<file path="src/rtl/hbm_axi_pkg.sv">
// Shared AXI4 encodings and default write-channel attributes for the HBM
// write arbiter slice.
package hbm_axi_pkg;

  localparam logic [1:0] AXI_BURST_INCR = 2'b01;
  localparam logic [2:0] AWSIZE_256B    = 3'b101;
  localparam logic [2:0] AWSIZE_512B    = 3'b110;

  localparam logic [1:0] AXI_LOCK_DEF   = 2'b00;
  localparam logic [3:0] AXI_CACHE_DEF  = 4'b0000;
  localparam logic [2:0] AXI_PROT_DEF   = 3'b010;
  localparam logic [3:0] AXI_QOS_DEF    = 4'b0000;
  localparam logic [3:0] AXI_REGION_DEF = 4'b0000;

endpackage

</file>
<file path="src/rtl/hbm_rr_arbiter.sv">
// Combinational round-robin picker: first requester after last_grant_i
// (modulo NUM_REQ) that is asserting, qualified by en_i.
module hbm_rr_arbiter #(
  parameter int NUM_REQ = 4
) (
  input  logic [NUM_REQ-1:0]         req_i,
  input  logic                       en_i,
  input  logic [$clog2(NUM_REQ)-1:0] last_grant_i,
  output logic [NUM_REQ-1:0]         gnt_o,
  output logic [$clog2(NUM_REQ)-1:0] gnt_idx_o,
  output logic                       gnt_valid_o
);

  localparam int REQ_W = $clog2(NUM_REQ);

  int               cand;
  logic [REQ_W-1:0] cand_idx;

  always_comb begin
    gnt_o       = '0;
    gnt_idx_o   = '0;
    gnt_valid_o = 1'b0;
    cand        = 0;
    cand_idx    = '0;
    for (int off = 1; off <= NUM_REQ; off++) begin
      cand     = (int'(last_grant_i) + off) % NUM_REQ;
      cand_idx = REQ_W'(cand);
      if (en_i && !gnt_valid_o && req_i[cand_idx]) begin
        gnt_valid_o     = 1'b1;
        gnt_o[cand_idx] = 1'b1;
        gnt_idx_o       = cand_idx;
      end
    end
  end

endmodule

</file>
<file path="src/rtl/hbm_write_arbiter.sv">
// Shares one HBM AXI write port between NUM_REQ engines: round-robin AW,
// W steered by an order FIFO, B routed by upper BID bits.
// Optional per-requester B counters: define HBM_WARB_PERF_CNT_EN.
module hbm_write_arbiter
  import hbm_axi_pkg::*;
#(
  parameter int NUM_REQ     = 4,
  parameter int ADDR_WIDTH  = 33,
  parameter int DATA_WIDTH  = 256,
  parameter int ID_WIDTH    = 5,
  parameter int ORDER_DEPTH = 8
) (
  input  logic                             clk,
  input  logic                             rst_n,
  input  logic [NUM_REQ-1:0]               s_axi_AWVALID,
  output logic [NUM_REQ-1:0]               s_axi_AWREADY,
  input  logic [NUM_REQ*ADDR_WIDTH-1:0]    s_axi_AWADDR,
  input  logic [NUM_REQ*ID_WIDTH-1:0]      s_axi_AWID,
  input  logic [NUM_REQ*8-1:0]             s_axi_AWLEN,
  input  logic [NUM_REQ*3-1:0]             s_axi_AWSIZE,
  input  logic [NUM_REQ-1:0]               s_axi_WVALID,
  output logic [NUM_REQ-1:0]               s_axi_WREADY,
  input  logic [NUM_REQ-1:0]               s_axi_WLAST,
  input  logic [NUM_REQ*DATA_WIDTH-1:0]    s_axi_WDATA,
  input  logic [NUM_REQ*DATA_WIDTH/8-1:0]  s_axi_WSTRB,
  output logic [NUM_REQ-1:0]               s_axi_BVALID,
  input  logic [NUM_REQ-1:0]               s_axi_BREADY,
  output logic [1:0]                       s_axi_BRESP,
  output logic [ID_WIDTH-1:0]              s_axi_BID,
  output logic                             m_axi_AWVALID,
  input  logic                             m_axi_AWREADY,
  output logic [ADDR_WIDTH-1:0]            m_axi_AWADDR,
  output logic [ID_WIDTH-1:0]              m_axi_AWID,
  output logic [7:0]                       m_axi_AWLEN,
  output logic [2:0]                       m_axi_AWSIZE,
  output logic [1:0]                       m_axi_AWBURST,
  output logic [1:0]                       m_axi_AWLOCK,
  output logic [3:0]                       m_axi_AWCACHE,
  output logic [2:0]                       m_axi_AWPROT,
  output logic [3:0]                       m_axi_AWQOS,
  output logic [3:0]                       m_axi_AWREGION,
  output logic                             m_axi_WVALID,
  input  logic                             m_axi_WREADY,
  output logic [DATA_WIDTH-1:0]            m_axi_WDATA,
  output logic [DATA_WIDTH/8-1:0]          m_axi_WSTRB,
  output logic                             m_axi_WLAST,
  input  logic                             m_axi_BVALID,
  output logic                             m_axi_BREADY,
  input  logic [1:0]                       m_axi_BRESP,
  input  logic [ID_WIDTH-1:0]              m_axi_BID,
  output logic [NUM_REQ*32-1:0]            perf_bcnt
);

  // Handshakes: a transfer happens on a rising clk edge where VALID and READY
  // are both high; VALID never waits on READY and payload is held until then.

  localparam int REQ_W  = $clog2(NUM_REQ);
  localparam int STRB_W = DATA_WIDTH / 8;
  localparam int PTR_W  = $clog2(ORDER_DEPTH);
  localparam int LID_W  = ID_WIDTH - REQ_W;
  localparam logic [REQ_W:0] NUM_REQ_W = (REQ_W+1)'(NUM_REQ);

  logic                  aw_vld_q, aw_vld_d;
  logic [ADDR_WIDTH-1:0] aw_addr_q, aw_addr_d;
  logic [ID_WIDTH-1:0]   aw_id_q, aw_id_d;
  logic [7:0]            aw_len_q, aw_len_d;
  logic [2:0]            aw_size_q, aw_size_d;
  logic [REQ_W-1:0]      last_grant_q, last_grant_d;

  logic [PTR_W:0]        wr_ptr_q, rd_ptr_q;
  logic [REQ_W-1:0]      order_q [ORDER_DEPTH];
  logic                  fifo_empty, fifo_full, push, pop;
  logic [REQ_W-1:0]      head;

  logic                  aw_load;
  logic [NUM_REQ-1:0]    gnt;
  logic [REQ_W-1:0]      gnt_idx;
  logic                  gnt_valid;

  logic [REQ_W-1:0]      b_idx;
  logic                  b_known;
  logic                  unused_awid;

  assign fifo_empty = (wr_ptr_q == rd_ptr_q);
  assign fifo_full  = (wr_ptr_q[PTR_W] != rd_ptr_q[PTR_W]) &&
                      (wr_ptr_q[PTR_W-1:0] == rd_ptr_q[PTR_W-1:0]);
  assign head       = order_q[rd_ptr_q[PTR_W-1:0]];

  // The slot may refill in the same cycle it is being accepted downstream.
  assign aw_load = rst_n && !fifo_full && (!aw_vld_q || m_axi_AWREADY);

  hbm_rr_arbiter #(.NUM_REQ(NUM_REQ)) u_rr (
    .req_i        (s_axi_AWVALID),
    .en_i         (aw_load),
    .last_grant_i (last_grant_q),
    .gnt_o        (gnt),
    .gnt_idx_o    (gnt_idx),
    .gnt_valid_o  (gnt_valid)
  );

  assign s_axi_AWREADY = gnt;
  assign push          = gnt_valid;

  always_comb begin
    aw_vld_d     = aw_vld_q & ~m_axi_AWREADY;
    aw_addr_d    = aw_addr_q;
    aw_id_d      = aw_id_q;
    aw_len_d     = aw_len_q;
    aw_size_d    = aw_size_q;
    last_grant_d = last_grant_q;
    if (gnt_valid) begin
      aw_vld_d     = 1'b1;
      aw_addr_d    = s_axi_AWADDR[int'(gnt_idx)*ADDR_WIDTH +: ADDR_WIDTH];
      aw_id_d      = {gnt_idx, s_axi_AWID[int'(gnt_idx)*ID_WIDTH +: LID_W]};
      aw_len_d     = s_axi_AWLEN[int'(gnt_idx)*8 +: 8];
      aw_size_d    = s_axi_AWSIZE[int'(gnt_idx)*3 +: 3];
      last_grant_d = gnt_idx;
    end
  end

  always_ff @(posedge clk or negedge rst_n) begin
    if (!rst_n) begin
      aw_vld_q     <= 1'b0;
      aw_addr_q    <= '0;
      aw_id_q      <= '0;
      aw_len_q     <= '0;
      aw_size_q    <= '0;
      last_grant_q <= REQ_W'(NUM_REQ - 1);
    end else begin
      aw_vld_q     <= aw_vld_d;
      aw_addr_q    <= aw_addr_d;
      aw_id_q      <= aw_id_d;
      aw_len_q     <= aw_len_d;
      aw_size_q    <= aw_size_d;
      last_grant_q <= last_grant_d;
    end
  end

  always_ff @(posedge clk or negedge rst_n) begin
    if (!rst_n) begin
      wr_ptr_q <= '0;
      rd_ptr_q <= '0;
      for (int i = 0; i < ORDER_DEPTH; i++) order_q[i] <= '0;
    end else begin
      if (push) begin
        order_q[wr_ptr_q[PTR_W-1:0]] <= gnt_idx;
        wr_ptr_q <= wr_ptr_q + 1'b1;
      end
      if (pop) rd_ptr_q <= rd_ptr_q + 1'b1;
    end
  end

  assign m_axi_AWVALID  = aw_vld_q;
  assign m_axi_AWADDR   = aw_addr_q;
  assign m_axi_AWID     = aw_id_q;
  assign m_axi_AWLEN    = aw_len_q;
  assign m_axi_AWSIZE   = aw_size_q;
  assign m_axi_AWBURST  = AXI_BURST_INCR;
  assign m_axi_AWLOCK   = AXI_LOCK_DEF;
  assign m_axi_AWCACHE  = AXI_CACHE_DEF;
  assign m_axi_AWPROT   = AXI_PROT_DEF;
  assign m_axi_AWQOS    = AXI_QOS_DEF;
  assign m_axi_AWREGION = AXI_REGION_DEF;

  // W follows the oldest granted requester; nothing moves with the FIFO empty.
  always_comb begin
    m_axi_WVALID = 1'b0;
    m_axi_WLAST  = 1'b0;
    m_axi_WDATA  = s_axi_WDATA[int'(head)*DATA_WIDTH +: DATA_WIDTH];
    m_axi_WSTRB  = s_axi_WSTRB[int'(head)*STRB_W +: STRB_W];
    s_axi_WREADY = '0;
    if (rst_n && !fifo_empty) begin
      m_axi_WVALID       = s_axi_WVALID[head];
      m_axi_WLAST        = s_axi_WLAST[head];
      s_axi_WREADY[head] = m_axi_WREADY;
    end
  end

  assign pop = m_axi_WVALID & m_axi_WREADY & m_axi_WLAST;

  assign b_idx   = m_axi_BID[ID_WIDTH-1 -: REQ_W];
  assign b_known = ({1'b0, b_idx} < NUM_REQ_W);

  // Responses for an unknown requester index are sunk so the port cannot hang.
  always_comb begin
    s_axi_BVALID = '0;
    m_axi_BREADY = 1'b0;
    if (rst_n) begin
      m_axi_BREADY = 1'b1;
      for (int i = 0; i < NUM_REQ; i++) begin
        if (b_known && (b_idx == REQ_W'(i))) begin
          s_axi_BVALID[i] = m_axi_BVALID;
          m_axi_BREADY    = s_axi_BREADY[i];
        end
      end
    end
  end

  assign s_axi_BRESP = m_axi_BRESP;
  assign s_axi_BID   = {{REQ_W{1'b0}}, m_axi_BID[LID_W-1:0]};

  always_comb begin
    unused_awid = 1'b0;
    for (int i = 0; i < NUM_REQ; i++)
      unused_awid = unused_awid ^ (^s_axi_AWID[i*ID_WIDTH+LID_W +: REQ_W]);
  end

`ifdef HBM_WARB_PERF_CNT_EN
  logic [31:0] bcnt_q [NUM_REQ];

  always_ff @(posedge clk or negedge rst_n) begin
    if (!rst_n) begin
      for (int i = 0; i < NUM_REQ; i++) bcnt_q[i] <= '0;
    end else begin
      for (int i = 0; i < NUM_REQ; i++)
        if (s_axi_BVALID[i] && s_axi_BREADY[i]) bcnt_q[i] <= bcnt_q[i] + 32'd1;
    end
  end

  always_comb begin
    perf_bcnt = '0;
    for (int i = 0; i < NUM_REQ; i++) perf_bcnt[i*32 +: 32] = bcnt_q[i];
  end
`else
  assign perf_bcnt = '0;
`endif

endmodule
</file>
<file path="config.mk">
export PLATFORM = sky130hd
export DESIGN_NAME = hbm_write_arbiter
export DESIGN_NICKNAME = d
export VERILOG_FILES = /design/src/rtl/hbm_axi_pkg.sv /design/src/rtl/hbm_rr_arbiter.sv /design/src/rtl/hbm_write_arbiter.sv
export SDC_FILE = /design/constraint.sdc
export NUM_CORES = 1
export LEC_CHECK = 0
export ABC_AREA = 1
export BUFFER_PORTS_ARGS = -buffer_cell sky130_fd_sc_hd__buf_4
export CORE_AREA = 2 2 729 731
export CTS_BUF_LIST = sky130_fd_sc_hd__clkbuf_2
export DETAILED_ROUTE_END_ITERATION = 10
export DIE_AREA = 0 0 731 733
export GPL_TIMING_DRIVEN = 0
export PLACE_DENSITY = 0.3
export SYNTH_ARGS = -nofsm -noshare
export SYNTH_HDL_FRONTEND = slang
export SYNTH_SLANG_ARGS = --single-unit
</file>
<file path="constraint.sdc">
create_clock -name clk -period 4.86 [get_ports clk]
set_input_delay 0.972 -clock clk [delete_from_list [all_inputs] [get_ports clk]]
set_output_delay 0.972 -clock clk [all_outputs]
set_load 0.03 [all_outputs]
</file>
**Word level (Yosys, flattened, before mapping)**

Cells that the tools add are included.

- Output and inout bits: 507
- Logic and storage cells: 139
- Register bits after elaboration: 76
- Input port bits: 1376

- Multiply operators: 3
- Equality and inequality tests: 6
- $add $sub $neg: 6
- Shift operators: 6
- Reductions and logical operators: 25
- $lt $le $gt $ge: 13
- Bitwise operators: 10
- Muxes and demuxes: 54

Operators with widths:

| kind | count |
|---|---|
| 1024-bit by 11-bit variable part select with 256-bit output | 1 |
| 132-bit by 9-bit variable part select with 33-bit output | 1 |
| 128-bit by 8-bit variable part select with 32-bit output | 1 |
| 32-bit by 6-bit variable part select with 8-bit output | 1 |
| 1-bit 2-to-1 mux | 27 |
| 4-bit 2-to-1 mux | 6 |
| 20-bit by 6-bit variable part select with 3-bit output | 1 |
| 1-bit logical AND | 17 |
| 16-bit bitwise mux | 1 |
| 2-bit by 3-bit less-than comparator with 1-bit output (second input constant) | 5 |
| 2-bit 2-to-1 mux | 7 |
| 1-bit binary-select mux with 2-bit select | 6 |
| 4-bit OR | 3 |
| 12-bit by 5-bit variable part select with 3-bit output | 1 |
| 1-bit demux with 2-bit select | 5 |
| 2-bit by 1-bit >= comparator with 1-bit output (second input constant) | 5 |
| 4-bit by 1-bit adder with 4-bit output (second input constant) | 2 |
| 4-bit >= comparator (second input constant) | 2 |
| 2-bit by 6-bit multiplier with 8-bit output (second input constant) | 1 |
| 3-bit inverter with 4-bit output | 2 |
| 2-bit binary-select mux with 3-bit select | 1 |
| 2-bit demux with 3-bit select | 1 |
| 1-bit logical NOT | 6 |
| 2-bit by 3-bit multiplier with 5-bit output (second input constant) | 1 |
| 14 further kinds | 19 |

**Longest topological paths before layout**

Gate-level depths: netlist (run 1).

- Depth after elaboration: 21
- Mapped depth: 17
- Gate-level depth less buffers: 16

**Modules after synthesis**

A second synthesis (run 1) with hierarchy kept.

- Cell total of the unflattened synthesis: 2219
- Area, all modules: 12742.2 um2

By module, submodules not included:

| module | area an instance (um2) | cells each | instances | seq. area each (um2) |
|---|---|---|---|---|
| hbm_write_arbiter | 12172.9 | 2126 | 1 | 1904.3 |
| hbm_rr_arbiter | 569.3 | 93 | 1 | 0.0 |

**Least setup slack after synthesis (run 1)**

No wires, ideal clock.

- Path kind: input to output
- Start point: input port rst_n
- End point: output port s_axi_AWREADY[0]
- Setup slack: 1.548 ns
- Buffers on the path: 0
- Cell stages on the path: 6
- Arrival: 2.340 ns
- Data required time: 3.888 ns
- Path through: inv_1 nor2_1 nand2_1 nor2_4 nand3_2 o221ai_1

- Cells in the longest elaborated chain, start to end: 16
- Elaborated cells on any way between the ends: 22
- Those cells by class: mux: 7; bitwise: 3; reduce/logical: 12

RTL lines:

| what | line | source |
|---|---|---|
| start, declared | hbm_write_arbiter.sv:14 | `input logic rst_n,` |
| 1-bit logical AND (*) (2 in series) | hbm_write_arbiter.sv:90 | `assign aw_load = rst_n && !fifo_full && (!aw_vld_q \|\| m_axi_AWREADY);` |
| 1-bit logical AND | hbm_rr_arbiter.sv:28 | `if (en_i && !gnt_valid_o && req_i[cand_idx]) begin` |
| 1-bit 2-to-1 mux | hbm_rr_arbiter.sv:28 |  |
| 1-bit logical NOT | hbm_rr_arbiter.sv:28 |  |
| 1-bit logical AND (2 in series) | hbm_rr_arbiter.sv:28 |  |
| 1-bit 2-to-1 mux | hbm_rr_arbiter.sv:28 |  |
| 1-bit logical NOT | hbm_rr_arbiter.sv:28 |  |
| 1-bit logical AND (2 in series) | hbm_rr_arbiter.sv:28 |  |
| 1-bit 2-to-1 mux | hbm_rr_arbiter.sv:28 |  |
| 1-bit logical NOT | hbm_rr_arbiter.sv:28 |  |
| 1-bit logical AND (2 in series) | hbm_rr_arbiter.sv:28 |  |
| 4-bit 2-to-1 mux (*) | hbm_rr_arbiter.sv:28 |  |
| end, declared | hbm_write_arbiter.sv:16 | `output logic [NUM_REQ-1:0] s_axi_AWREADY,` |

Mark *: on every way between the ends. The rest lies on a longest branch, timed or not.

**Final worst setup path (run 1)**

- Start point: register rd_ptr_q[0]
- End point: output port m_axi_WDATA[240]

- Cells in the longest elaborated chain, start to end: 5

RTL lines:

| what | line | source |
|---|---|---|
| start, declared | hbm_write_arbiter.sv:70 | `logic [PTR_W:0] wr_ptr_q, rd_ptr_q;` |
| start signal, assigned | hbm_write_arbiter.sv:149 | `if (pop) rd_ptr_q <= rd_ptr_q + 1'b1;` |
| 3-bit inverter with 4-bit output (not written as such) | hbm_write_arbiter.sv:87 | `assign head = order_q[rd_ptr_q[PTR_W-1:0]];` |
| 2-bit binary-select mux with 3-bit select | hbm_write_arbiter.sv:87 |  |
| 2-bit 2-to-1 mux (not written as such) (2 in series) | hbm_write_arbiter.sv:87 |  |
| 1024-bit by 11-bit variable part select with 256-bit output | hbm_write_arbiter.sv:169 | `m_axi_WDATA = s_axi_WDATA[int'(head)*DATA_WIDTH +: DATA_WIDTH];` |
| end, declared | hbm_write_arbiter.sv:44 | `output logic [DATA_WIDTH-1:0] m_axi_WDATA,` |

Every way passes these cells. The select of a mux whose other input is x is not followed.

==> impl_metrics.tcl, run 1 <==
set metrics [dict create \
    pin_count 1883 \
    path_cells "buf_6 > clkinvlp_4 > a21oi_4 > o21ai_4 > nand2_2 > o21ai_4 > buf_12 > nand2_8 > inv_16 > buf_16 > buf_12 > clkbuf_16 > a22oi_2 > nand3_1 > buf_4" \
    slew_violations 0 \
    cp-startpoint "rd_ptr_q[0]" \
    drc 0 \
    clockRootBuffer "clkbuf_2" \
    cts_tree "built" \
    clkLatencyLatePin_ns 0.83 \
    crit_type "flip-flop to primary output" \
    max_slew.worst_pin.slew_ns 1.32 \
    min_period_ns 4.99 \
    io_buffer_count 1720 \
    regArea_um2 1910 \
    mostFrequentLayoutCells "buf_4, nand3_1, nand2_1" \
    ant_nets 0 \
    required_ns 3.89 \
    netlist_instances 2563 \
    arrival_ns 4.01 \
    gr-total-overflow 0 \
    dieArea_um2 536000 \
    place_congestion 0.951 \
    setup_viol 5 \
    postSynthAreaPerCell_um2 5.76 \
    hpwlAfterDp_um 414000 \
    cts.clk_slew.worst_paths_ns 0.31 \
    synth_edf_count 0 \
    hold_class "primary input to asynchronous set/reset pin" \
    coreArea_um2 527000 \
    syn_area_um2 14800 \
    maxCapViolCount 0 \
    layout_commonest_cell "buf_4" \
    rsz0062_at_grt "true" \
    reg2reg_from "last_grant_q[1]" \
    grt_start_max_net_pins 78 \
    grt_pass1_wl_um 516000 \
    worst_path_max_delay_cell "a22oi_2" \
    row_count 267 \
    yosysSeqAreaShare_pct 12.9 \
    critPathMaxStageDelay_ns 0.73 \
    initial_core_util_pct 2.80 \
    cts_max_level 3 \
    antenna_found_initial 406 \
    die_h_um 733 \
    viasPerCell 2.70 \
    critPathLaunchType "flip-flop" \
    drive_above_1_share_pct 56.8 \
    nFillCells 62289 \
    grt.total_usage_pct 16.1 \
    layout-area-overhead-vs-synth_pct 196 \
    fmax_mhz 201 \
    violations "negative setup slack" \
    hold_viol 0 \
    final_area_um2 43700 \
    drtPass1Iterations 5 \
    grt_pass1_vias 29320 \
    setup_slack_ns -0.126 \
    synth_top_flop_cell "dfrtp_1" \
    cts_buffers 9 \
    multi_input_area_um2 12300 \
    async_reset_ff_share_pct 100 \
    dieWidth_um 731 \
    drtIter0Drc 3401 \
    via_count 31601 \
    clock_path_buffers 2 \
    wl_um 453000 \
    maxSlewHeadroom_pct 12.2 \
    wl_per_cell_um 38.7 \
    clock-skew-final_ns 0.0733 \
    finalNetCount 5933 \
    yosys_warnings 0 \
    synth_seq_cells 76 \
    reg2reg_depth 15 \
    endpoint_kind "primary output" \
    r2r-end "m_axi_AWLEN[4]" \
    placed_area_um2 37100 \
    r2r_slack_ns 0.88 \
    worstPathMaxFanout 10 \
    outcome "complete, but fails checks" \
    cts.sinks 76 \
    post-route-period-util_pct 103 \
    synth.distinct_cells 38 \
]
registers in the layout, summed over array words and instances (netlist names):
register / count
order_q: 16
m_axi_AWLEN: 8
wr_ptr_q: 4
m_axi_AWSIZE: 3
m_axi_AWVALID: 1
m_axi_AWID: 5
last_grant_q: 2
rd_ptr_q: 4
m_axi_AWADDR: 33
per-layer routing:
layer  up-vias  share of wire, %  track usage (%)
met5         -              0.25                0
met4       164               3.0             3.90
met3       572                13             7.72
met2      2395                44             25.2
met1     15566                40             19.7
li1      12904                 -                -
critical path, delay by kind of cell (launching register included):
| family | cells | cell delay (ns) |
|---|---|---|
| AO/OA/AOI/OAI | 4 | 1.06 |
| buffers and inverters | 8 | 1.19 |
| flip-flops | 1 | 0.48 |
| AND/OR/NAND/NOR | 3 | 0.36 |
what timing repair did:
action,CTS,global route
gates cloned,10,1
hold buffers,2,0
hold endpoints to repair,2,0
resized for setup,1005,167
buffers inserted,75,21
setup endpoints to repair,305,201
pin swaps,106,69
worst max-delay path by stage:
stage                            end
floorplan           s_axi_AWREADY[0]
global placement    m_axi_WDATA[115]
detailed placement    m_axi_WSTRB[7]
CTS                 m_axi_WDATA[103]
global route        m_axi_WDATA[250]
finish              m_axi_WDATA[240]
metrics by stage:
stage	instances	setup slack, ns	hold WS (ns)	setup TNS [ns]	util, %
after global routing	11597	-0.244	0.0921	-10.84	8.24
after global placement	11424	-3.59	0.466	-536.58	7.01
after detailed placement	11432	-2.31	0.466	-439.40	7.04
final	11693	-0.126	0.110	-0.311	8.29
after CTS	11531	-0.360	0.00260	-19.48	8.08
after floorplan	2710	1.55	0.448	0	-
layout make-up:
type                    instances  share of cell area (%)
diodes                        148                   0.847
plain buffers                 391                    8.30
clock buffers                   9                   0.103
clock inverters                 6                   0.129
inverters                     236                    2.14
multi-input cells            1997                    28.2
flip-flops and latches         76                    4.36
well taps                    6994                    20.0
repair buffers               1836                    35.9
synth_stat cells (2+ instances only):
library cell,number,area share [%]
a21oi_1,6,0.20
a22oi_1,292,15
buf_1,24,0.61
buf_2,111,3.8
buf_4,161,8.2
clkbuf_1,104,2.6
conb_1,2,0.051
dfrtp_1,74,13
dfstp_2,2,0.36
ha_1,10,0.85
inv_1,227,5.8
inv_2,8,0.20
nand2_1,331,8.4
nand2_2,2,0.085
nand3_1,1113,38
nand3_2,2,0.14
nand4_1,3,0.13
nor2_1,35,0.89
nor2_4,2,0.15
nor3_1,4,0.14
o211ai_1,3,0.15
o21ai_0,16,0.54
o21ai_1,10,0.34
o221ai_1,4,0.24
xnor2_1,2,0.12
xor2_1,3,0.18
kinds of logic after synthesis:
kind of cell	count (synthesis)	share of synthesized area [%]
other	2	0.0509
DFF	76	12.9
adders and majority gates	10	0.848
and+or+nand+nor	1498	48.1
xor gates and xnor gates	5	0.297
buffers and inverters	637	21.3
AOI/OAI and AO/OA	335	16.6
Power of run 1 is left out: the tool's default activity adds up to more than one toggle a clock period on the data nets, which glitch-free logic cannot reach.
==> inputs of run 2 (changes only) <==
--- a/config.mk
+++ b/config.mk
@@ -13,6 +13,8 @@
 export DIE_AREA = 0 0 731 733
 export GPL_TIMING_DRIVEN = 0
 export PLACE_DENSITY = 0.3
+export REMOVE_ABC_BUFFERS = 1
+export SLEW_MARGIN = 20
 export SYNTH_ARGS = -nofsm -noshare
 export SYNTH_HDL_FRONTEND = slang
 export SYNTH_SLANG_ARGS = --single-unit
==> impl_metrics.tcl, run 2 (synthesis results as in run 1) <==
set metrics [dict create \
    rsz0062_at_grt "true" \
    endpoint_kind "primary output" \
    r2r_slack_ns 0.34 \
    final.setup.tns_ns -1.19 \
    pin_count 1883 \
    wl_per_cell_um 38.2 \
    die_h_um 733 \
    final_cells 11506 \
    hold_viol 0 \
    grt_start_max_net_pins 75 \
    critPathLaunchType "flip-flop" \
    placed_area_um2 36500 \
    drtPass1Iterations 5 \
    worst_path_max_delay_cell "a22oi_2" \
    gr-total-overflow 0 \
    hpwlAfterDp_um 359000 \
    drtIter0Drc 2534 \
    coreArea_um2 527000 \
    cts_buffers 9 \
    post-route-period-util_pct 103 \
    critPathMaxStageDelay_ns 0.67 \
    cts_max_level 3 \
    dp.cells 11090 \
    wl_um 440000 \
    antenna_found_initial 397 \
    cts.sinks 76 \
    outcome "complete, but fails checks" \
    clockRootBuffer "clkbuf_2" \
    via_count 30501 \
    worstPathMaxFanout 6 \
    fmax_mhz 199 \
    drive_above_1_share_pct 59.9 \
    ant_nets 0 \
    critPathBufInv 7 \
    hold_class "primary input to flip-flop" \
    nFillCells 62045 \
    io_buffer_count 1715 \
    grt.total_usage_pct 15.2 \
    required_ns 3.89 \
    max_slew.worst_pin.slew_ns 0.823 \
    final_area_um2 46800 \
    clkLatencyLatePin_ns 0.90 \
    dieArea_um2 536000 \
    setup_slack_ns -0.159 \
    cp_top_family "buffers and inverters" \
    min_period_ns 5.02 \
    cts.clk_slew.worst_paths_ns 0.41 \
    path_cells "buf_6 > o211ai_1 > nand3_4 > nand2_8 > buf_16 > inv_16 > nand2_8 > inv_16 > buf_16 > buf_16 > a22oi_2 > nand3_2 > buf_6" \
    drc 0 \
    finalCoreUtilization_pct 8.87 \
    violations "negative setup slack" \
    cts_tree "built" \
    dieWidth_um 731 \
    mostFrequentLayoutCells "buf_4, nand3_1, nand2_1" \
    maxSlewHeadroom_pct 45.2 \
    initial_core_util_pct 2.80 \
    slew_violations 0 \
    setup_viol 26 \
    layout-area-overhead-vs-synth_pct 217 \
    layout_commonest_cell "buf_4" \
    arrival_ns 4.05 \
    clock_path_buffers 2 \
    place_congestion 1.01 \
    finalNetCount 5794 \
    clock-skew-final_ns 0.113 \
    grt_pass1_wl_um 488000 \
    maxCapViolCount 0 \
    crit_type "flip-flop to primary output" \
    crit_top_cell "buf_16" \
    largest_reg_flops 33 \
    row_count 267 \
    grt_pass1_vias 28209 \
    viasPerCell 2.65 \
]
## run 2: cell count changes in the layout (fill, tap and decap cells not counted), sizes merged
cell      before   now
buf         2125  2022
clkbuf       108    48
diode        148    99
bufbuf         1    18
inv          233   243
clkinvlp       2     0
clkinv         6     5
nand2        333   334
## run 2: timing repair
item,4_1_cts,5_1_grt
resized for setup,428,731
buffers inserted,114,83
hold buffers,5,0
cloned,61,50
hold endpoints to repair,32,0
setup endpoints to repair,297,268
pin swaps,97,150
## run 2: cell type report
class                   instances  area, µm²  share of cell area [%]
diodes                         99        248                   0.530
clock inverters                 7       90.1                   0.193
well taps                    6994       8750                    18.7
repair buffers               2081      21000                    45.0
repair inverters                6        106                   0.227
flip-flops and latches         76       1910                    4.09
inverters                     236        952                    2.04
clock buffers                   9       45.0                  0.0963
multi-input cells            1998      13600                    29.1
## run 2: path summary, 6_finish.rpt
| kind | end | start | depth (start not counted) |
|---|---|---|---|
| worst min-delay path | m_axi_AWVALID | m_axi_AWREADY | 2 |
| worst max register to register | m_axi_AWLEN[1] | last_grant_q[0] | 18 |
| min in group asynchronous | m_axi_AWADDR[9] | rst_n | 4 |
| worst min register to register | m_axi_AWADDR[15] | m_axi_AWADDR[15] | 2 |
| max in group asynchronous | order_q[10] | rst_n | 4 |
| worst max-delay path | m_axi_WDATA[36] | rd_ptr_q[0] | 13 |
## run 2: worst reg2reg max path, stage by stage (launching register included)
cell and delay [ns]:
dfstp_4 0.82, inv_2 0.15, ha_1 0.38, inv_1 0.12, nand3_1 0.10, nand2_2 0.11
nor2_1 0.08, inv_1 0.06, nand4_1 0.12, nand2_4 0.40, nand2_4 0.23, buf_16 0.22
nand2_4 0.58, buf_16 0.28, nand2_1 0.19, nand3_1 0.07, nand2_1 0.18, nand2_1 0.23
nand2_1 0.08
## run 2: through the flow
stage / hold slack [ns] / setup slack (ns)
floorplan: 0.448 / -27.09
global placement: 0.467 / -78.94
detailed placement: 0.467 / -1.34
CTS: 0.00552 / -0.315
global route: 0.0680 / -0.292
finish: 0.238 / -0.159
## run 2: per-layer routing
layer / global-route usage (%) / part of all wire [%] / vias to the layer above
met4: 5.75 / 4.2 / 96
met2: 24.6 / 46 / 2160
met1: 17.3 / 38 / 15007
met5: 0 / 0.14 / -
li1: - / - / 12620
met3: 6.92 / 12 / 618
Power of run 2 is left out for the same reason.
